File: config.mk
export PLATFORM = sky130hd
export DESIGN_NAME = syscall_unit
export DESIGN_NICKNAME = d
export VERILOG_FILES = /design/src/rtl/syscall_unit.sv
export SDC_FILE = /design/constraint.sdc
export NUM_CORES = 1
export LEC_CHECK = 0
export CAP_MARGIN = 20
export CORE_ASPECT_RATIO = 0.7
export CORE_MARGIN = 10
export CORE_UTILIZATION = 45
export CTS_CLUSTER_DIAMETER = 150
export DETAILED_ROUTE_END_ITERATION = 8
export GPL_ROUTABILITY_DRIVEN = 0
export GPL_TIMING_DRIVEN = 0
export PLACE_DENSITY = 0.84
export SLEW_MARGIN = 30
export SYNTH_ARGS = -nofsm -noshare
export SYNTH_HDL_FRONTEND = slang
export SYNTH_SLANG_ARGS = --single-unit
File: constraint.sdc
create_clock -name clk -period 6.5 [get_ports clk]
set_input_delay 0.65 -clock clk [delete_from_list [all_inputs] [get_ports clk]]
set_output_delay 0.65 -clock clk [all_outputs]
set_load 0.01 [all_outputs]
File: src/rtl/syscall_unit.sv
// Syscall responder beside WB: halts on the halt code, prints $a0 otherwise,
// and keeps run-cycle and syscall statistics for the board display.
module syscall_unit #(
  parameter logic [31:0] HALT_CODE = 32'd10,
  parameter int unsigned CNT_W     = 32,
  parameter int unsigned SC_W      = 16
) (
  input  logic             clk,
  input  logic             rst,
  input  logic             syscall_valid,
  input  logic [31:0]      v0,
  input  logic [31:0]      a0,
  input  logic             go,
  output logic             halted,
  output logic             stall_req,
  output logic [31:0]      display_data,
  output logic             display_valid,
  output logic [CNT_W-1:0] cycle_cnt,
  output logic [SC_W-1:0]  syscall_cnt
);

  typedef enum logic {
    RUN  = 1'b0,
    HALT = 1'b1
  } state_t;

  state_t state_q;
  state_t state_d;

  logic go_q;
  logic go_rise;
  logic is_halt;
  logic do_print;
  logic cnt_max;

  assign go_rise = go & ~go_q;
  assign is_halt = (v0 == HALT_CODE);
  assign cnt_max = &cycle_cnt;

  always_comb begin
    state_d  = state_q;
    do_print = 1'b0;
    unique case (state_q)
      RUN: begin
        if (syscall_valid) begin
          if (is_halt) state_d  = HALT;
          else         do_print = 1'b1;
        end
      end
      HALT: begin
        if (go_rise) state_d = RUN;
      end
      default: state_d = RUN;
    endcase
  end

  always_ff @(posedge clk or posedge rst) begin
    if (rst) begin
      state_q <= RUN;
      go_q    <= 1'b0;
    end else begin
      state_q <= state_d;
      go_q    <= go;
    end
  end

  // halted/stall_req mirror the next state so they rise on the sampling edge
  always_ff @(posedge clk or posedge rst) begin
    if (rst) begin
      halted    <= 1'b0;
      stall_req <= 1'b0;
    end else begin
      halted    <= (state_d == HALT);
      stall_req <= (state_d == HALT);
    end
  end

  always_ff @(posedge clk or posedge rst) begin
    if (rst) begin
      display_data  <= '0;
      display_valid <= 1'b0;
      syscall_cnt   <= '0;
    end else begin
      display_valid <= do_print;
      if (do_print) begin
        display_data <= a0;
        syscall_cnt  <= syscall_cnt + 1'b1;
      end
    end
  end

  always_ff @(posedge clk or posedge rst) begin
    if (rst) begin
      cycle_cnt <= '0;
    end else if (state_q == RUN && !cnt_max) begin
      cycle_cnt <= cycle_cnt + 1'b1;
    end
  end

endmodule

==> results of run 1 <==
-- layout by cell type (no fill, tap or decap), types with 2 or more instances in the layout --
cell,instances
xor2_1,30
nor4b_1,2
o21ai_0,2
mux2_2,34
a31oi_1,2
clkdlybuf4s50_1,150
clkinv_2,2
xnor2_1,14
and3_1,5
inv_1,7
nand2_1,18
nand3_1,15
clkinv_4,2
clkbuf_1,3
nor2_1,22
nand4_1,17
nor3_1,13
clkbuf_16,9
and4_1,2
a21oi_1,2
ha_1,2
dfrtp_1,83
nor4_1,14
buf_2,2
-- critical path: stages --
cell             delay, ps
clkdlybuf4s50_1        390
nor4_1                 540
nand4_1                220
o21ai_1                350
buf_2                  290
buf_2                  270
mux2_2                 370
-- flip-flops by register name, summed over array words and instances, names as in the netlist --
name           count
go_q               1
syscall_cnt       16
stall_req          1
display_data      32
cycle_cnt         32
display_valid      1
-- per-layer routing --
| layer | vias up | part of all wire, % |
|---|---|---|
| li1 | 1416 | - |
| met2 | 133 | 49 |
| met1 | 1526 | 39 |
| met5 | - | 0 |
| met3 | 11 | 11 |
| met4 | 0 | 1.2 |
-- kinds of logic (layout without fill, tap and decap cells) --
logic type | count (synthesis) | in the layout | share of synthesized area (%)
AOI/OAI and AO/OA | 11 | 11 | 2.13
xor gates and xnor gates | 44 | 44 | 10.6
adders and majority gates | 2 | 2 | 0.686
buffers and inverters | 14 | 181 | 1.61
DFF | 83 | 83 | 57.0
muxes | 34 | 34 | 10.5
and+or+nand+nor | 117 | 117 | 17.5
-- Yosys cell counts, types with 2 or more instances --
| cell type | number |
|---|---|
| and3_1 | 5 |
| xor2_1 | 30 |
| dfrtp_1 | 83 |
| mux2_2 | 34 |
| xnor2_1 | 14 |
| a21oi_1 | 2 |
| nor3_1 | 13 |
| ha_1 | 2 |
| nor2_1 | 22 |
| buf_2 | 2 |
| a31oi_1 | 2 |
| nand4_1 | 17 |
| nand2_1 | 18 |
| inv_1 | 8 |
| nor4_1 | 14 |
| nor4b_1 | 2 |
| nand3_1 | 15 |
| o21ai_0 | 2 |
| clkbuf_1 | 3 |
| and4_1 | 2 |
-- worst paths after layout --
check | end | slack, ps | depth (start not counted)
max in group asynchronous | display_data[12]$_DFFE_PP0P_ | 5260 | 3
max | display_data[3]$_DFFE_PP0P_ | 3640 | 7
min in group asynchronous | display_data[2]$_DFFE_PP0P_ | 680 | 2
min reg2reg | syscall_cnt[15]$_DFFE_PP0P_ | 460 | 1
min | syscall_cnt[15]$_DFFE_PP0P_ | 460 | 1
max reg2reg | cycle_cnt[25]$_DFFE_PP0P_ | 4270 | 5
-- area by class of cell --
class	count	area (um^2)
Fill cell	587	2270
Clock inverter	6	65.1
Multi-Input combinational cell	208	1510
Timing Repair Buffer	151	1520
Sequential cell	83	2080
Clock buffer	10	239
Inverter	8	35.0
Buffer	6	28.8
Tap cell	101	126
-- power groups by stage --
| stage | clock, mW | sequential (mW) | combinational, mW |
|---|---|---|---|
| 6_report | 0.517 | 0.628 | 0.293 |
| 5_1_grt | 0.547 | 0.636 | 0.321 |
| 4_1_cts | 0.524 | 0.628 | 0.299 |
| 3_5_place_dp | 0 | 0.636 | 0.297 |
| 3_3_place_gp | 0 | 0.632 | 0.287 |
| 2_1_floorplan | 0 | 0.654 | 0.0873 |
==> metrics.txt, run 1 <==
# TYPE chip_impl_metric gauge
chip_impl_metric{name="gr-usage-met3",unit="%"} 8.92
chip_impl_metric{name="gr-total-overflow",unit=""} 0
chip_impl_metric{name="global_route_wire_length_before_repair",unit="um"} 17200
chip_impl_metric{name="worst-slew-pin-transition",unit="ps"} 624
chip_impl_info{name="critPathLaunch",value="v0[25]"} 1
chip_impl_metric{name="power.ir.vdd_worst",unit="mV"} 0.215
chip_impl_metric{name="drtPass1Iterations",unit=""} 4
chip_impl_metric{name="final_max_slew_viol_count",unit=""} 0
chip_impl_metric{name="post_cts_resize_count",unit=""} 0
chip_impl_metric{name="post_drt_wl_per_cell",unit="um"} 18.8
chip_impl_metric{name="cp_data_arrival_time",unit="ps"} 3090
chip_impl_metric{name="fin_worst_hold_slack",unit="ps"} 463
chip_impl_info{name="startpoint_type",value="input port"} 1
chip_impl_metric{name="share_clk_of_total_power",unit="%"} 36.0
chip_impl_metric{name="synth.ff_latch_count",unit=""} 83
chip_impl_info{name="synth.largest_area_cell",value="dfrtp_1"} 1
chip_impl_metric{name="area.growth.synth_to_final",unit="%"} 53.7
chip_impl_metric{name="timing.final.hold_violations",unit=""} 0
chip_impl_metric{name="floorplan.core_area",unit="um^2"} 7870
chip_impl_info{name="timing.setup.critical_path_class",value="in2reg"} 1
chip_impl_metric{name="postSynth.asyncResetShare",unit="%"} 100
chip_impl_info{name="grt_busiest_layer",value="met2"} 1
chip_impl_metric{name="grt_use_met1",unit="%"} 21.0
chip_impl_metric{name="floorplan.initialDensity",unit="%"} 46.3
chip_impl_metric{name="grt_util_met2",unit="%"} 28.1
chip_impl_metric{name="dp.cells",unit=""} 557
chip_impl_metric{name="port_buf_inserts",unit=""} 150
chip_impl_metric{name="drt_iter0_drc",unit=""} 218
chip_impl_metric{name="synth_seq_area_share",unit="%"} 57.0
chip_impl_info{name="critical_path.endpoint_type",value="flip-flop"} 1
chip_impl_info{name="clock_tree_from_tritoncts",value="built"} 1
chip_impl_metric{name="leakagePower",unit="nW"} 2.34
chip_impl_metric{name="post-route-drc-count",unit=""} 0
chip_impl_metric{name="placement.cell_area",unit="um^2"} 5300
chip_impl_metric{name="fp.dieArea",unit="um^2"} 12200
chip_impl_metric{name="cts_made_buffers",unit=""} 9
chip_impl_info{name="hold_path_startpoint",value="syscall_cnt[15]$_DFFE_PP0P_"} 1
chip_impl_metric{name="power.switching_fraction",unit="%"} 26.5
chip_impl_metric{name="comb_power_share",unit="%"} 20.4
chip_impl_metric{name="std_cell_rows",unit=""} 27
chip_impl_metric{name="clock_sinks",unit=""} 83
chip_impl_metric{name="finalWorstPathRequiredPeriod",unit="ps"} 2860
chip_impl_info{name="holdCritPathClass",value="reg2reg"} 1
chip_impl_metric{name="antenna-diode-count",unit=""} 0
chip_impl_metric{name="critPathMaxFanout",unit=""} 10
chip_impl_metric{name="power.net_switching",unit="mW"} 0.381
chip_impl_metric{name="ys_types",unit=""} 35
chip_impl_metric{name="fin_total_pwr",unit="mW"} 1.44
chip_impl_metric{name="cts_htree_levels",unit=""} 3
chip_impl_metric{name="grt_antenna_before_repair",unit=""} 0
chip_impl_metric{name="detailed_place_hpwl",unit="um"} 8450
chip_impl_metric{name="synth_cells",unit=""} 305
chip_impl_metric{name="synth_enable_flop_cells",unit=""} 0
chip_impl_metric{name="clock_skew",unit="ps"} 9.06
chip_impl_metric{name="route.antenna.remaining_nets",unit=""} 0
chip_impl_metric{name="achievable-frequency",unit="MHz"} 349
chip_impl_metric{name="max-clock-path-buffers",unit=""} 2
chip_impl_info{name="unrepaired_setup_endpoints_after_global_routing",value="no"} 1
chip_impl_metric{name="post-route-period-util",unit="%"} 44.1
chip_impl_metric{name="stdcell_count",unit=""} 573
chip_impl_metric{name="io_pins",unit=""} 151
chip_impl_metric{name="postCtsSetupBuffers",unit=""} 0
chip_impl_metric{name="setup_total_negative_slack",unit="ps"} 0
chip_impl_metric{name="avgViaCountPerCell",unit=""} 5.39
chip_impl_metric{name="die_h",unit="um"} 95.3
chip_impl_metric{name="grt_util_all_layers",unit="%"} 17.7
chip_impl_metric{name="grt_max_degree",unit=""} 45
chip_impl_info{name="synth_flop_cell",value="dfrtp_1"} 1
chip_impl_metric{name="total_length_of_routed_wires",unit="um"} 10800
chip_impl_metric{name="worst_slew_margin_rel",unit="%"} 58.0
chip_impl_metric{name="clk_pin_slew_worst_paths",unit="ps"} 60
chip_impl_metric{name="setup_viol",unit=""} 0
chip_impl_metric{name="drv_cap",unit=""} 0
chip_impl_metric{name="p_seq_share",unit="%"} 43.7
chip_impl_metric{name="cts.hold.buffers_added",unit=""} 0
chip_impl_info{name="timing.rr.start",value="cycle_cnt[19]$_DFFE_PP0P_"} 1
chip_impl_metric{name="pre_cts_ws",unit="ps"} 3200
chip_impl_metric{name="design_area",unit="um^2"} 5600
chip_impl_info{name="run_status",value="complete, no violations"} 1
chip_impl_metric{name="cp_data_required_time",unit="ps"} 6720
chip_impl_metric{name="syn_avg_cell_area",unit="um^2"} 11.9
chip_impl_metric{name="post-synth-top-area-fraction",unit="%"} 57.0
chip_impl_info{name="ys_top_cells_by_area",value="dfrtp_1 (57%), mux2_2 (11%), xor2_1 (7.2%), xnor2_1 (3.4%), nand4_1 (2.9%)"} 1
chip_impl_metric{name="mappedNetlistNets",unit=""} 375
chip_impl_metric{name="ys.warnings.count",unit=""} 0
chip_impl_metric{name="cell_internal_pwr",unit="mW"} 1.06
chip_impl_info{name="clock_tree.root_cell",value="clkbuf_16"} 1
chip_impl_metric{name="area_of_the_mapped_netlist",unit="um^2"} 3640
chip_impl_metric{name="postLayoutSetupSlackWorst",unit="ps"} 3640
chip_impl_metric{name="final_nets",unit=""} 537
chip_impl_metric{name="floorplan.die.width",unit="um"} 128
chip_impl_metric{name="routed-via-count",unit=""} 3086
chip_impl_metric{name="power-per-cell-area",unit="nW/um^2"} 257
chip_impl_metric{name="final_layout_size_suffix_gt1_share",unit="%"} 13.1
chip_impl_metric{name="grt_pass1_vias",unit=""} 3114
chip_impl_metric{name="final_standard_cell_utilization_of_the_core",unit="%"} 71.2
chip_impl_metric{name="clk_latency",unit="ps"} 340
No activity file was read; power rests on OpenSTA's default activity.
==> run 2: changes to the inputs <==
--- a/config.mk
+++ b/config.mk
@@ -8,12 +8,12 @@
 export CAP_MARGIN = 20
 export CORE_ASPECT_RATIO = 0.7
 export CORE_MARGIN = 10
-export CORE_UTILIZATION = 45
+export CORE_UTILIZATION = 39
 export CTS_CLUSTER_DIAMETER = 150
 export DETAILED_ROUTE_END_ITERATION = 8
 export GPL_ROUTABILITY_DRIVEN = 0
 export GPL_TIMING_DRIVEN = 0
-export PLACE_DENSITY = 0.84
+export PLACE_DENSITY = 0.77
 export SLEW_MARGIN = 30
 export SYNTH_ARGS = -nofsm -noshare
 export SYNTH_HDL_FRONTEND = slang
==> constraint.sdc (replaced) <==
create_clock -name clk -period 2.6 [get_ports clk]
set_input_delay 0.26 -clock clk [delete_from_list [all_inputs] [get_ports clk]]
set_output_delay 0.26 -clock clk [all_outputs]
set_load 0.01 [all_outputs]
==> metrics.txt, run 2 (same netlist as run 1, synthesis figures left out) <==
# TYPE chip_impl_metric gauge
chip_impl_metric{name="floorplan.core_area",unit="um^2"} 9070
chip_impl_info{name="clock_tree_from_tritoncts",value="built"} 1
chip_impl_info{name="largest_registers",value="cycle_cnt: 32 flops, display_data: 32 flops, syscall_cnt: 16 flops"} 1
chip_impl_metric{name="route.met2.wl",unit="um"} 4570
chip_impl_info{name="critical_path.endpoint_type",value="flip-flop"} 1
chip_impl_metric{name="port_buf_inserts",unit=""} 150
chip_impl_info{name="holdCritPathClass",value="in2async"} 1
chip_impl_info{name="clock_tree.root_cell",value="clkbuf_16"} 1
chip_impl_metric{name="final_nets",unit=""} 537
chip_impl_metric{name="detailed_place_hpwl",unit="um"} 8220
chip_impl_metric{name="routed-via-count",unit=""} 2986
chip_impl_info{name="route.top_layer_used",value="met4"} 1
chip_impl_metric{name="cp_data_required_time",unit="ps"} 2820
chip_impl_metric{name="cts_made_buffers",unit=""} 9
chip_impl_metric{name="drv_cap",unit=""} 0
chip_impl_metric{name="final_layout_size_suffix_gt1_share",unit="%"} 13.1
chip_impl_info{name="timing.critical_path.cells",value="clkdlybuf4s50_1, nor4b_1, nand4_1, o21ai_1, buf_2, buf_2, mux2_2"} 1
chip_impl_metric{name="grt_antenna_before_repair",unit=""} 0
chip_impl_metric{name="postCtsSetupBuffers",unit=""} 0
chip_impl_metric{name="avgViaCountPerCell",unit=""} 5.01
chip_impl_metric{name="gr-total-overflow",unit=""} 0
chip_impl_metric{name="comb_power_share",unit="%"} 20.0
chip_impl_metric{name="final_max_slew_viol_count",unit=""} 0
chip_impl_metric{name="std_cell_rows",unit=""} 29
chip_impl_metric{name="grt_pass1_vias",unit=""} 3172
chip_impl_metric{name="floorplan.initialDensity",unit="%"} 40.2
chip_impl_metric{name="setup_viol",unit=""} 0
chip_impl_metric{name="cell_internal_pwr",unit="mW"} 2.72
chip_impl_metric{name="cts_htree_levels",unit=""} 3
chip_impl_info{name="timing.setup.critical_path_class",value="in2reg"} 1
chip_impl_metric{name="clk_pin_slew_worst_paths",unit="ps"} 60
chip_impl_info{name="startpoint_type",value="input port"} 1
chip_impl_metric{name="route.antenna.remaining_nets",unit=""} 0
chip_impl_metric{name="total_length_of_routed_wires",unit="um"} 10400
chip_impl_metric{name="die_h",unit="um"} 101
chip_impl_metric{name="drtPass1Iterations",unit=""} 4
chip_impl_metric{name="cp_slowest_stage_delay",unit="ps"} 410
chip_impl_metric{name="leakagePower",unit="nW"} 2.34
chip_impl_info{name="most-common-layout-cells",value="clkdlybuf4s50_1 (150), dfrtp_1 (83), mux2_2 (34)"} 1
chip_impl_metric{name="timing.final.hold_violations",unit=""} 0
chip_impl_metric{name="fill_cells",unit=""} 737
chip_impl_metric{name="clk_latency",unit="ps"} 340
chip_impl_metric{name="fin_total_pwr",unit="mW"} 3.67
chip_impl_metric{name="pre_cts_ws",unit="ps"} -78.5
chip_impl_metric{name="fp.dieArea",unit="um^2"} 13700
chip_impl_info{name="critical-path-slowest-cell",value="clkdlybuf4s50_1"} 1
chip_impl_metric{name="floorplan.die.width",unit="um"} 136
chip_impl_metric{name="area.growth.synth_to_final",unit="%"} 55.3
chip_impl_metric{name="share_clk_of_total_power",unit="%"} 37.3
chip_impl_metric{name="wl_met1",unit="um"} 4190
chip_impl_metric{name="drt_iter0_drc",unit=""} 139
chip_impl_metric{name="global_route_wire_length_before_repair",unit="um"} 16800
chip_impl_metric{name="dp.cells",unit=""} 580
chip_impl_metric{name="p_seq_share",unit="%"} 42.7
chip_impl_metric{name="post_cts_resize_count",unit=""} 0
chip_impl_metric{name="io_pins",unit=""} 151
chip_impl_metric{name="antenna-diode-count",unit=""} 0
chip_impl_info{name="run_status",value="complete, no violations"} 1
chip_impl_metric{name="worst-slew-pin-transition",unit="ps"} 603
chip_impl_metric{name="design_area",unit="um^2"} 5660
chip_impl_metric{name="post_drt_wl_per_cell",unit="um"} 17.4
chip_impl_metric{name="cp_data_arrival_time",unit="ps"} 2480
chip_impl_metric{name="stdcell_count",unit=""} 596
chip_impl_metric{name="placement.cell_area",unit="um^2"} 5330
chip_impl_metric{name="grt_util_all_layers",unit="%"} 15.6
chip_impl_info{name="unrepaired_setup_endpoints_after_global_routing",value="no"} 1
chip_impl_metric{name="clock_sinks",unit=""} 83
chip_impl_metric{name="dr_wl_met3",unit="um"} 1510
chip_impl_metric{name="achievable-frequency",unit="MHz"} 442
chip_impl_info{name="critical_path.most_common_cell",value="buf_2"} 1
chip_impl_metric{name="worst_slew_margin_rel",unit="%"} 59.6
chip_impl_metric{name="power-per-cell-area",unit="nW/um^2"} 648
chip_impl_info{name="layout.cells.most_common",value="clkdlybuf4s50_1"} 1
chip_impl_metric{name="power.switching_fraction",unit="%"} 25.9
chip_impl_metric{name="finalWorstPathRequiredPeriod",unit="ps"} 2260
chip_impl_metric{name="max-clock-path-buffers",unit=""} 2
chip_impl_metric{name="power.ir.vdd_worst",unit="mV"} 0.378
chip_impl_metric{name="cts.hold.buffers_added",unit=""} 0
chip_impl_metric{name="post-route-period-util",unit="%"} 86.9
chip_impl_metric{name="power.net_switching",unit="mW"} 0.951
chip_impl_metric{name="grt_max_degree",unit=""} 53
chip_impl_metric{name="post-route-drc-count",unit=""} 0
chip_impl_metric{name="postLayoutSetupSlackWorst",unit="ps"} 340
chip_impl_metric{name="critPathMaxFanout",unit=""} 10
chip_impl_metric{name="clock_skew",unit="ps"} 5.33
==> run 2: changes by cell type in the layout (fill, tap and decap cells not counted) <==
cell and change:
buf_12 -1, buf_16 +1, bufinv_16 +1, clkbuf_8 -1, clkinv_2 -2, clkinv_4 -1
clkinvlp_4 +2, inv_6 +1
==> run 2: critical path, delay by kind of cell <==
family / cells / cell delay [ps]
AOI/OAI and AO/OA: 1 / 320
muxes: 1 / 360
and+or+nand+nor: 2 / 580
buffers and inverters: 3 / 970
==> run 2: worst paths after layout <==
check / start / endpoint / slack, ps / depth (start not counted)
worst max-delay path: v0[0] / display_data[1]$_DFFE_PP0P_ / 340 / 7
worst min-delay path: rst / cycle_cnt[5]$_DFFE_PP0P_ / 290 / 2
worst max register to register: cycle_cnt[19]$_DFFE_PP0P_ / cycle_cnt[13]$_DFFE_PP0P_ / 440 / 5
worst min register to register: syscall_cnt[15]$_DFFE_PP0P_ / syscall_cnt[15]$_DFFE_PP0P_ / 480 / 1
max in group asynchronous: rst / cycle_cnt[17]$_DFFE_PP0P_ / 1770 / 3
min in group clk: go / go_q$_DFF_PP0_ / 400 / 1
==> run 2: layout make-up <==
cell class | count | area [um^2] | share of cell area (%)
sequential | 83 | 2080 | 36.7
multi-input combinational | 208 | 1510 | 26.7
clock inverter | 7 | 100 | 1.77
timing repair buffer | 151 | 1530 | 27.0
inverter | 8 | 35.0 | 0.619
clock buffer | 9 | 225 | 3.98
buffer | 6 | 28.8 | 0.509
tap | 124 | 155 | 2.74
==> run 2: power by group through the flow <==
stage	clock [mW]	sequential, mW	combinational, mW
floorplan	0	1.63	0.218
global placement	0	1.58	0.725
detailed placement	0	1.59	0.749
CTS	1.41	1.57	0.752
global route	1.46	1.59	0.795
finish	1.37	1.57	0.733
==> run 2: through the flow <==
| step | setup TNS (ps) | hold WS (ps) | util, % |
|---|---|---|---|
| 4_1_cts | 0 | 296 | 62.4 |
| 2_1_floorplan | 0 | 291 | - |
| 5_1_grt | 0 | 306 | 62.4 |
| 6_report | 0 | 290 | 62.4 |
| 3_5_place_dp | -1240 | 482 | 58.8 |
| 3_3_place_gp | -96130 | 456 | 58.4 |
==> run 2: layer usage <==
metal / global-route usage, % / vias up
met5: 0 / -
met4: 4.46 / 0
met3: 10.2 / 12
met2: 22.6 / 117
met1: 18.5 / 1436
li1: - / 1421
